**config.mk**
```make
export PLATFORM = sky130hd
export DESIGN_NAME = mul8_acc_flat
export DESIGN_NICKNAME = d
export VERILOG_FILES = /design/src/rtl/mul8_pkg.sv /design/src/rtl/mul8_acc_if.sv /design/src/rtl/mul8_acc.sv /design/src/flat_wrapper.sv
export SDC_FILE = /design/constraint.sdc
export NUM_CORES = 1
export LEC_CHECK = 0
export CAP_MARGIN = 20
export CELL_PAD_IN_SITES_DETAIL_PLACEMENT = 1
export CELL_PAD_IN_SITES_GLOBAL_PLACEMENT = 1
export CORE_MARGIN = 1.5
export CORE_UTILIZATION = 42
export CTS_CLUSTER_SIZE = 20
export DETAILED_ROUTE_END_ITERATION = 12
export PLACE_DENSITY_LB_ADDON = 0.2
export SLEW_MARGIN = 20
export SYNTH_ARGS = -nofsm -noshare
export SYNTH_HDL_FRONTEND = slang
export SYNTH_SLANG_ARGS = --single-unit
```
**constraint.sdc**
```tcl
create_clock -name clk -period 3.3 [get_ports clk]
set_input_delay 0.99 -clock clk [delete_from_list [all_inputs] [get_ports clk]]
set_output_delay 0.99 -clock clk [all_outputs]
set_load 0.05 [all_outputs]
```
**src/rtl/mul8_pkg.sv**
```systemverilog
// Shared constants and helpers for the mul8 multiply / accumulate sandbox path.
// Default accumulator width is derived so a full group can never overflow.
package mul8_pkg;

   localparam int MUL_IN_W  = 8;
   localparam int MUL_OUT_W = 2 * MUL_IN_W;

   // Ceiling log2, usable in constant expressions (clog2(1) = 0).
   function automatic int clog2(input int value);
      int result;
      result = 0;
      for (int i = 0; i < 32; i++) begin
         if ((64'(1) << result) < 64'(value)) begin
            result = result + 1;
         end
      end
      return result;
   endfunction

   localparam int DEF_N_TERMS = 4;
   localparam int DEF_CNT_W   = 8;
   localparam int DEF_ACC_W   = MUL_OUT_W + clog2(DEF_N_TERMS);

endpackage

```
**src/rtl/mul8_acc_if.sv**
```systemverilog
// Valid/ready bundle between a product source, the accumulator and its sum consumer.
// The slave side is the accumulator; the master side drives products and takes sums.
interface mul8_acc_if
   import mul8_pkg::*;
#(
   parameter int IN_W  = MUL_OUT_W,
   parameter int ACC_W = DEF_ACC_W
);

   logic             in_valid;
   logic             in_ready;
   logic [IN_W-1:0]  in_data;
   logic             out_valid;
   logic             out_ready;
   logic [ACC_W-1:0] out_data;

   modport master (
      output in_valid,
      output in_data,
      output out_ready,
      input  in_ready,
      input  out_valid,
      input  out_data
   );

   modport slave (
      input  in_valid,
      input  in_data,
      input  out_ready,
      output in_ready,
      output out_valid,
      output out_data
   );

endinterface

```
**src/rtl/mul8_acc.sv**
```systemverilog
// Sums each group of N_TERMS products and hands the group sum to a one-entry
// registered output buffer; the closing term stalls only while that buffer is full.
module mul8_acc
   import mul8_pkg::*;
#(
   parameter int IN_W    = MUL_OUT_W,
   parameter int N_TERMS = DEF_N_TERMS,
   parameter int CNT_W   = DEF_CNT_W,
   parameter int ACC_W   = DEF_ACC_W
) (
   input  logic       clk,
   input  logic       rst_n,
   input  logic       clr,
   mul8_acc_if.slave  bus,
   output logic       busy
);

   // Any illegal width combination stops elaboration, so the sum cannot wrap.
   if (N_TERMS < 2 || N_TERMS > 256) begin : g_bad_terms
      $error("mul8_acc: N_TERMS must be within 2..256");
   end
   if ((64'(1) << CNT_W) < 64'(N_TERMS)) begin : g_bad_cnt_w
      $error("mul8_acc: CNT_W too narrow for N_TERMS");
   end
   if (ACC_W < IN_W + clog2(N_TERMS)) begin : g_bad_acc_w
      $error("mul8_acc: ACC_W too narrow for a full group sum");
   end
   if ($bits(bus.in_data) != IN_W || $bits(bus.out_data) != ACC_W) begin : g_bad_if
      $error("mul8_acc: interface widths do not match module parameters");
   end

   localparam logic [CNT_W-1:0] LAST_CNT = CNT_W'(N_TERMS - 1);

   logic [CNT_W-1:0] cnt_q,       cnt_d;
   logic [ACC_W-1:0] acc_q,       acc_d;
   logic [ACC_W-1:0] out_data_q,  out_data_d;
   logic             out_valid_q, out_valid_d;

   logic             last;
   logic             in_ready;
   logic             in_beat;
   logic             out_beat;
   logic [ACC_W-1:0] sum;

   assign last     = (cnt_q == LAST_CNT);
   // rst_n gates ready so nothing is offered as accepted while held in reset.
   assign in_ready = rst_n & ~clr & (~last | ~out_valid_q | bus.out_ready);
   assign in_beat  = bus.in_valid & in_ready;
   assign out_beat = out_valid_q & bus.out_ready;
   assign sum      = acc_q + ACC_W'(bus.in_data);

   always_comb begin
      cnt_d       = cnt_q;
      acc_d       = acc_q;
      out_data_d  = out_data_q;
      out_valid_d = out_valid_q;

      if (clr) begin
         cnt_d = '0;
         acc_d = '0;
      end else if (in_beat) begin
         if (last) begin
            cnt_d      = '0;
            acc_d      = '0;
            out_data_d = sum;
         end else begin
            cnt_d = cnt_q + CNT_W'(1);
            acc_d = sum;
         end
      end

      // A closing beat refills the buffer in the same cycle it drains.
      if (in_beat && last) begin
         out_valid_d = 1'b1;
      end else if (out_beat) begin
         out_valid_d = 1'b0;
      end
   end

   always_ff @(posedge clk or negedge rst_n) begin
      if (!rst_n) begin
         cnt_q       <= '0;
         acc_q       <= '0;
         out_data_q  <= '0;
         out_valid_q <= 1'b0;
      end else begin
         cnt_q       <= cnt_d;
         acc_q       <= acc_d;
         out_data_q  <= out_data_d;
         out_valid_q <= out_valid_d;
      end
   end

   assign bus.in_ready  = in_ready;
   assign bus.out_valid = out_valid_q;
   assign bus.out_data  = out_data_q;
   assign busy          = (cnt_q != '0);

endmodule

```
**src/flat_wrapper.sv**
```systemverilog
// flat-port wrapper written by rule: the top's interface ports become plain ports
module mul8_acc_flat import mul8_pkg::*;
#(
   parameter int IN_W    = MUL_OUT_W,
   parameter int N_TERMS = DEF_N_TERMS,
   parameter int CNT_W   = DEF_CNT_W,
   parameter int ACC_W   = DEF_ACC_W
)
  (clk, rst_n, clr, busy, bus_in_valid, bus_in_data, bus_out_ready, bus_in_ready, bus_out_valid, bus_out_data);
  mul8_acc_if #(.IN_W(IN_W), .ACC_W(ACC_W)) bus_i ();
  input  logic clk;
  input  logic rst_n;
  input  logic clr;
  output logic busy;
  input wire logic [$bits(bus_i.in_valid)-1:0] bus_in_valid;
  input wire logic [$bits(bus_i.in_data)-1:0] bus_in_data;
  input wire logic [$bits(bus_i.out_ready)-1:0] bus_out_ready;
  output wire logic [$bits(bus_i.in_ready)-1:0] bus_in_ready;
  output wire logic [$bits(bus_i.out_valid)-1:0] bus_out_valid;
  output wire logic [$bits(bus_i.out_data)-1:0] bus_out_data;
  assign bus_i.in_valid = bus_in_valid;
  assign bus_i.in_data = bus_in_data;
  assign bus_i.out_ready = bus_out_ready;
  assign bus_in_ready = bus_i.in_ready;
  assign bus_out_valid = bus_i.out_valid;
  assign bus_out_data = bus_i.out_data;
  mul8_acc #(.IN_W(IN_W), .N_TERMS(N_TERMS), .CNT_W(CNT_W), .ACC_W(ACC_W)) u_core (.clk(clk), .rst_n(rst_n), .clr(clr), .bus(bus_i), .busy(busy));
endmodule
```
==> run_results.csv <==
group,metric,value,unit
status,status,"complete, no violations",
job,maxCapViolations,0,
synth,ys.flop_type,"dfrtp_1",
pwr,p_int,0.000950,W
worst_setup_path,r2r-start,"u_core.acc_q[0]",
cts,postCtsSetupRepairBufs,0,
synth,ys_top_cells_by_area,"dfrtp_1 (42%), ha_1 (8.4%), mux2_2 (5.0%)",
grt,track_usage,0.238,
drt,first_pass_iters,4,
worst_setup_path,crit_type,"input port to flip-flop",
synth,netlist.area_leader.share,0.420,
timing,rsz0062_at_grt,"true",
pwr,power.switching,0.000423,W
drt,drt-initial-drc-count,91,
synth,syn_area,0.00268,mm^2
pwr,power-per-cell-area,398,mW/mm^2
worst_setup_path,r2r_slack,780,ps
grt,antenna_found_initial,0,
worst_setup_path,timing.rr.end,"u_core.acc_q[12]",
pwr,swShare,0.308,
cts,cts_hold_buffers,0,
floorplanning,core_area,0.00603,mm^2
grt,grt_pass1_wl,13400,um
final_layout,layout-drive-gt1-share,0.155,
timing,setup_violations,0,
hold_path,worstHoldPathType,"input port to asynchronous set/reset pin",
timing,max_freq,0.311,GHz
cts,cts_tree,"done",
worst_setup_path,required,3490,ps
final_layout,n_antenna_cell,0,
final_layout,finalNonFillerCells,403,
synth,yosysSeqAreaShare,0.420,
worst_setup_path,crit_end,"u_core.acc_q[12]",
placement,place_area,0.00331,mm^2
placement,place_hpwl,5620,um
worst_setup_path,rr_worst_depth,8,
worst_setup_path,path_max_fanout,3,
grt,grt_max_degree,44,
timing,drv_slew,0,
cts,htreeDepth,2,
cts,worstSkewPairLatency,310,ps
timing,hold_viol,0,
floorplanning,dieArea,0.00687,mm^2
synth,syn_nets,308,
final_layout,nets,367,
cts,cts.sinks,45,
synth,async_reset_ff_frac,1.00,
placement,dpl.cell_count,395,
synth,ys_types,47,
worst_setup_path,arrival,3400,ps
pwr,clock_power_share,0.319,
timing,skew,12.1,ps
synth,synth.avg_cell_area,10.0,um^2
cts,cts.path.max_buffers,2,
final_layout,syn_to_final_growth,28.8,%
pwr,max-vdd-ir-drop,0.189,mV
pwr,sequentialPowerShare,0.427,
synth,yosysTopAreaCell,"dfrtp_1",
cts,cts_made_buffers,5,
placement,io_buffers,41,
worst_setup_path,startpoint,"bus_in_data[0]",
synth,synth_warnings,0,
drt,vias_per_cell,5.88,
floorplanning,die_w,82.9,um
floorplanning,rows,28,
timing,fin_crit,3220,ps
drt,drtAntennaViolNets,0,
drt,post_drt_wl_per_cell,19.1,um
drt,wl,7690,um
worst_setup_path,crit_path_start_kind,"input port",
timing,fin_crit_sh,0.974,
final_layout,fill_cells,702,
cts,clk_pin_slew,100,ps
synth,ys_ff_latch,45,
floorplanning,die_height,82.9,um
floorplanning,ioPinCount,42,
worst_setup_path,end_kind,"flip-flop",
grt,globalRouteOverflowTotal,0,
drt,drc,0,
synth,netlist_instances,268,
pwr,p_comb_frac,0.253,
timing,tightest_slew,578,ps
drt,vias,2370,
timing,maxSlewHeadroom,0.615,
synth,synth_edf_count,0,
pwr,total_leakage_power,1.59,nW
placement,gp_congestion,0.895,
floorplanning,initial_utilization,0.445,
final_layout,stdcell_area,0.00345,mm^2
grt,grt_pass1_vias,2688,
cts,cts_root_buffer,"clkbuf_8",
-- worst min path at each step --
| stage | depth (start not counted) | from | end | slack (ps) |
|---|---|---|---|---|
| 2_1_floorplan | 2 | u_core.acc_q[12] | u_core.acc_q[12] | 450 |
| 3_3_place_gp | 2 | u_core.bus.out_data[0] | u_core.bus.out_data[0] | 460 |
| 3_5_place_dp | 2 | u_core.bus.out_data[2] | u_core.bus.out_data[2] | 490 |
| 4_1_cts | 1 | rst_n | u_core.cnt_q[2] | 480 |
| 5_1_grt | 1 | rst_n | u_core.cnt_q[3] | 490 |
| 6_report | 1 | rst_n | u_core.cnt_q[3] | 490 |
-- stage by stage --
stage | worst slack, ps | hold WS [ps] | util | power [W] | setup TNS, ps
final | 84.7 | 490 | 0.573 | 0.00137 | 0
after global routing | -39.0 | 491 | 0.573 | 0.00143 | -144
after CTS | 33.1 | 484 | 0.571 | 0.00138 | 0
after detailed placement | -452 | 490 | 0.549 | 0.000936 | -3430
after global placement | -235 | 460 | 0.549 | 0.000920 | -1410
after floorplan | 136 | 454 | - | 0.000797 | 0
-- logic make-up (layout without fill, tap and decap cells) --
| kind of cell | after synthesis | in the layout | synth area share |
|---|---|---|---|
| multiplexers | 14 | 14 | 0.0579 |
| flip-flops | 45 | 45 | 0.420 |
| XOR/XNOR | 16 | 16 | 0.0523 |
| buffers and inverters | 14 | 74 | 0.0201 |
| AND/OR/NAND/NOR | 79 | 79 | 0.152 |
| AO/OA/AOI/OAI | 81 | 81 | 0.206 |
| adder cells (fa/ha/maj) | 19 | 19 | 0.0915 |
-- registers in the layout, indices dropped and copies added (netlist names) --
register	flops
u_core.bus.out_valid	1
u_core.bus.out_data	18
u_core.acc_q	18
u_core.cnt_q	8
-- power by group through the flow --
stage          Sequential (W)  Combinational, W  Clock [W]
2_1_floorplan        0.000612          0.000185          0
3_3_place_gp         0.000596          0.000324          0
3_5_place_dp         0.000598          0.000338          0
4_1_cts              0.000587          0.000344   0.000453
5_1_grt              0.000590          0.000382   0.000461
6_report             0.000587          0.000348   0.000438
-- Yosys cell counts, drive strengths merged, types with 9 or more instances --
master	count
dfrtp	45
o21ai	21
a22o	15
mux2	12
nand2	31
nand3	13
clkbuf	9
ha	18
nor2	10
xnor2	12
a21oi	16
-- cell type report --
cell class              count  area [um^2]  area share
multi-input cells         209         1540       0.446
flip-flops and latches     45         1130       0.326
clock buffers               5         68.8      0.0199
repair buffers             62          561       0.162
inverters                   4         15.0     0.00435
clock inverters             3         46.3      0.0134
well taps                  75         93.8      0.0272
-- critical path, cell delays in order --
cell,delay (ps)
clkdlybuf4s50_1,420
ha_1,250
fa_1,400
a21o_1,240
a221oi_4,260
o21ai_0,160
and3_1,240
o41ai_2,310
o21ai_0,120
-- layer usage --
metal | track usage | up-vias | part of all wire
li1 | - | 1110 | -
met4 | 0.0773 | 0 | 0.020
met2 | 0.443 | 48 | 0.52
met1 | 0.279 | 1197 | 0.42
met3 | 0.0328 | 15 | 0.033
met5 | 0 | - | 0
-- layout by cell type (no fill, tap or decap), drive strengths merged, types with 2 or more instances in the layout --
| master | instances |
|---|---|
| inv | 4 |
| a22o | 15 |
| mux2 | 12 |
| ha | 18 |
| clkbuf | 5 |
| or3 | 2 |
| mux2i | 2 |
| nor2 | 10 |
| nor4 | 4 |
| o21ai | 21 |
| nand3 | 13 |
| a21o | 3 |
| o211ai | 3 |
| a211o | 2 |
| or2 | 2 |
| a31oi | 2 |
| buf | 23 |
| nand2 | 31 |
| clkdlybuf4s50 | 39 |
| xor2 | 4 |
| a21oi | 16 |
| and2 | 2 |
| and3 | 5 |
| dfrtp | 45 |
| nor2b | 2 |
| o2111ai | 2 |
| or4 | 2 |
| nand4 | 4 |
| o21a | 5 |
| xnor2 | 12 |
-- timing repair --
item                                    CTS  global route
resized for setup                         2             1
pin swaps                                 0             1
endpoints found under the setup margin    4             7
hold endpoints to repair                  0             0
Power figures use the tool's default switching activity.
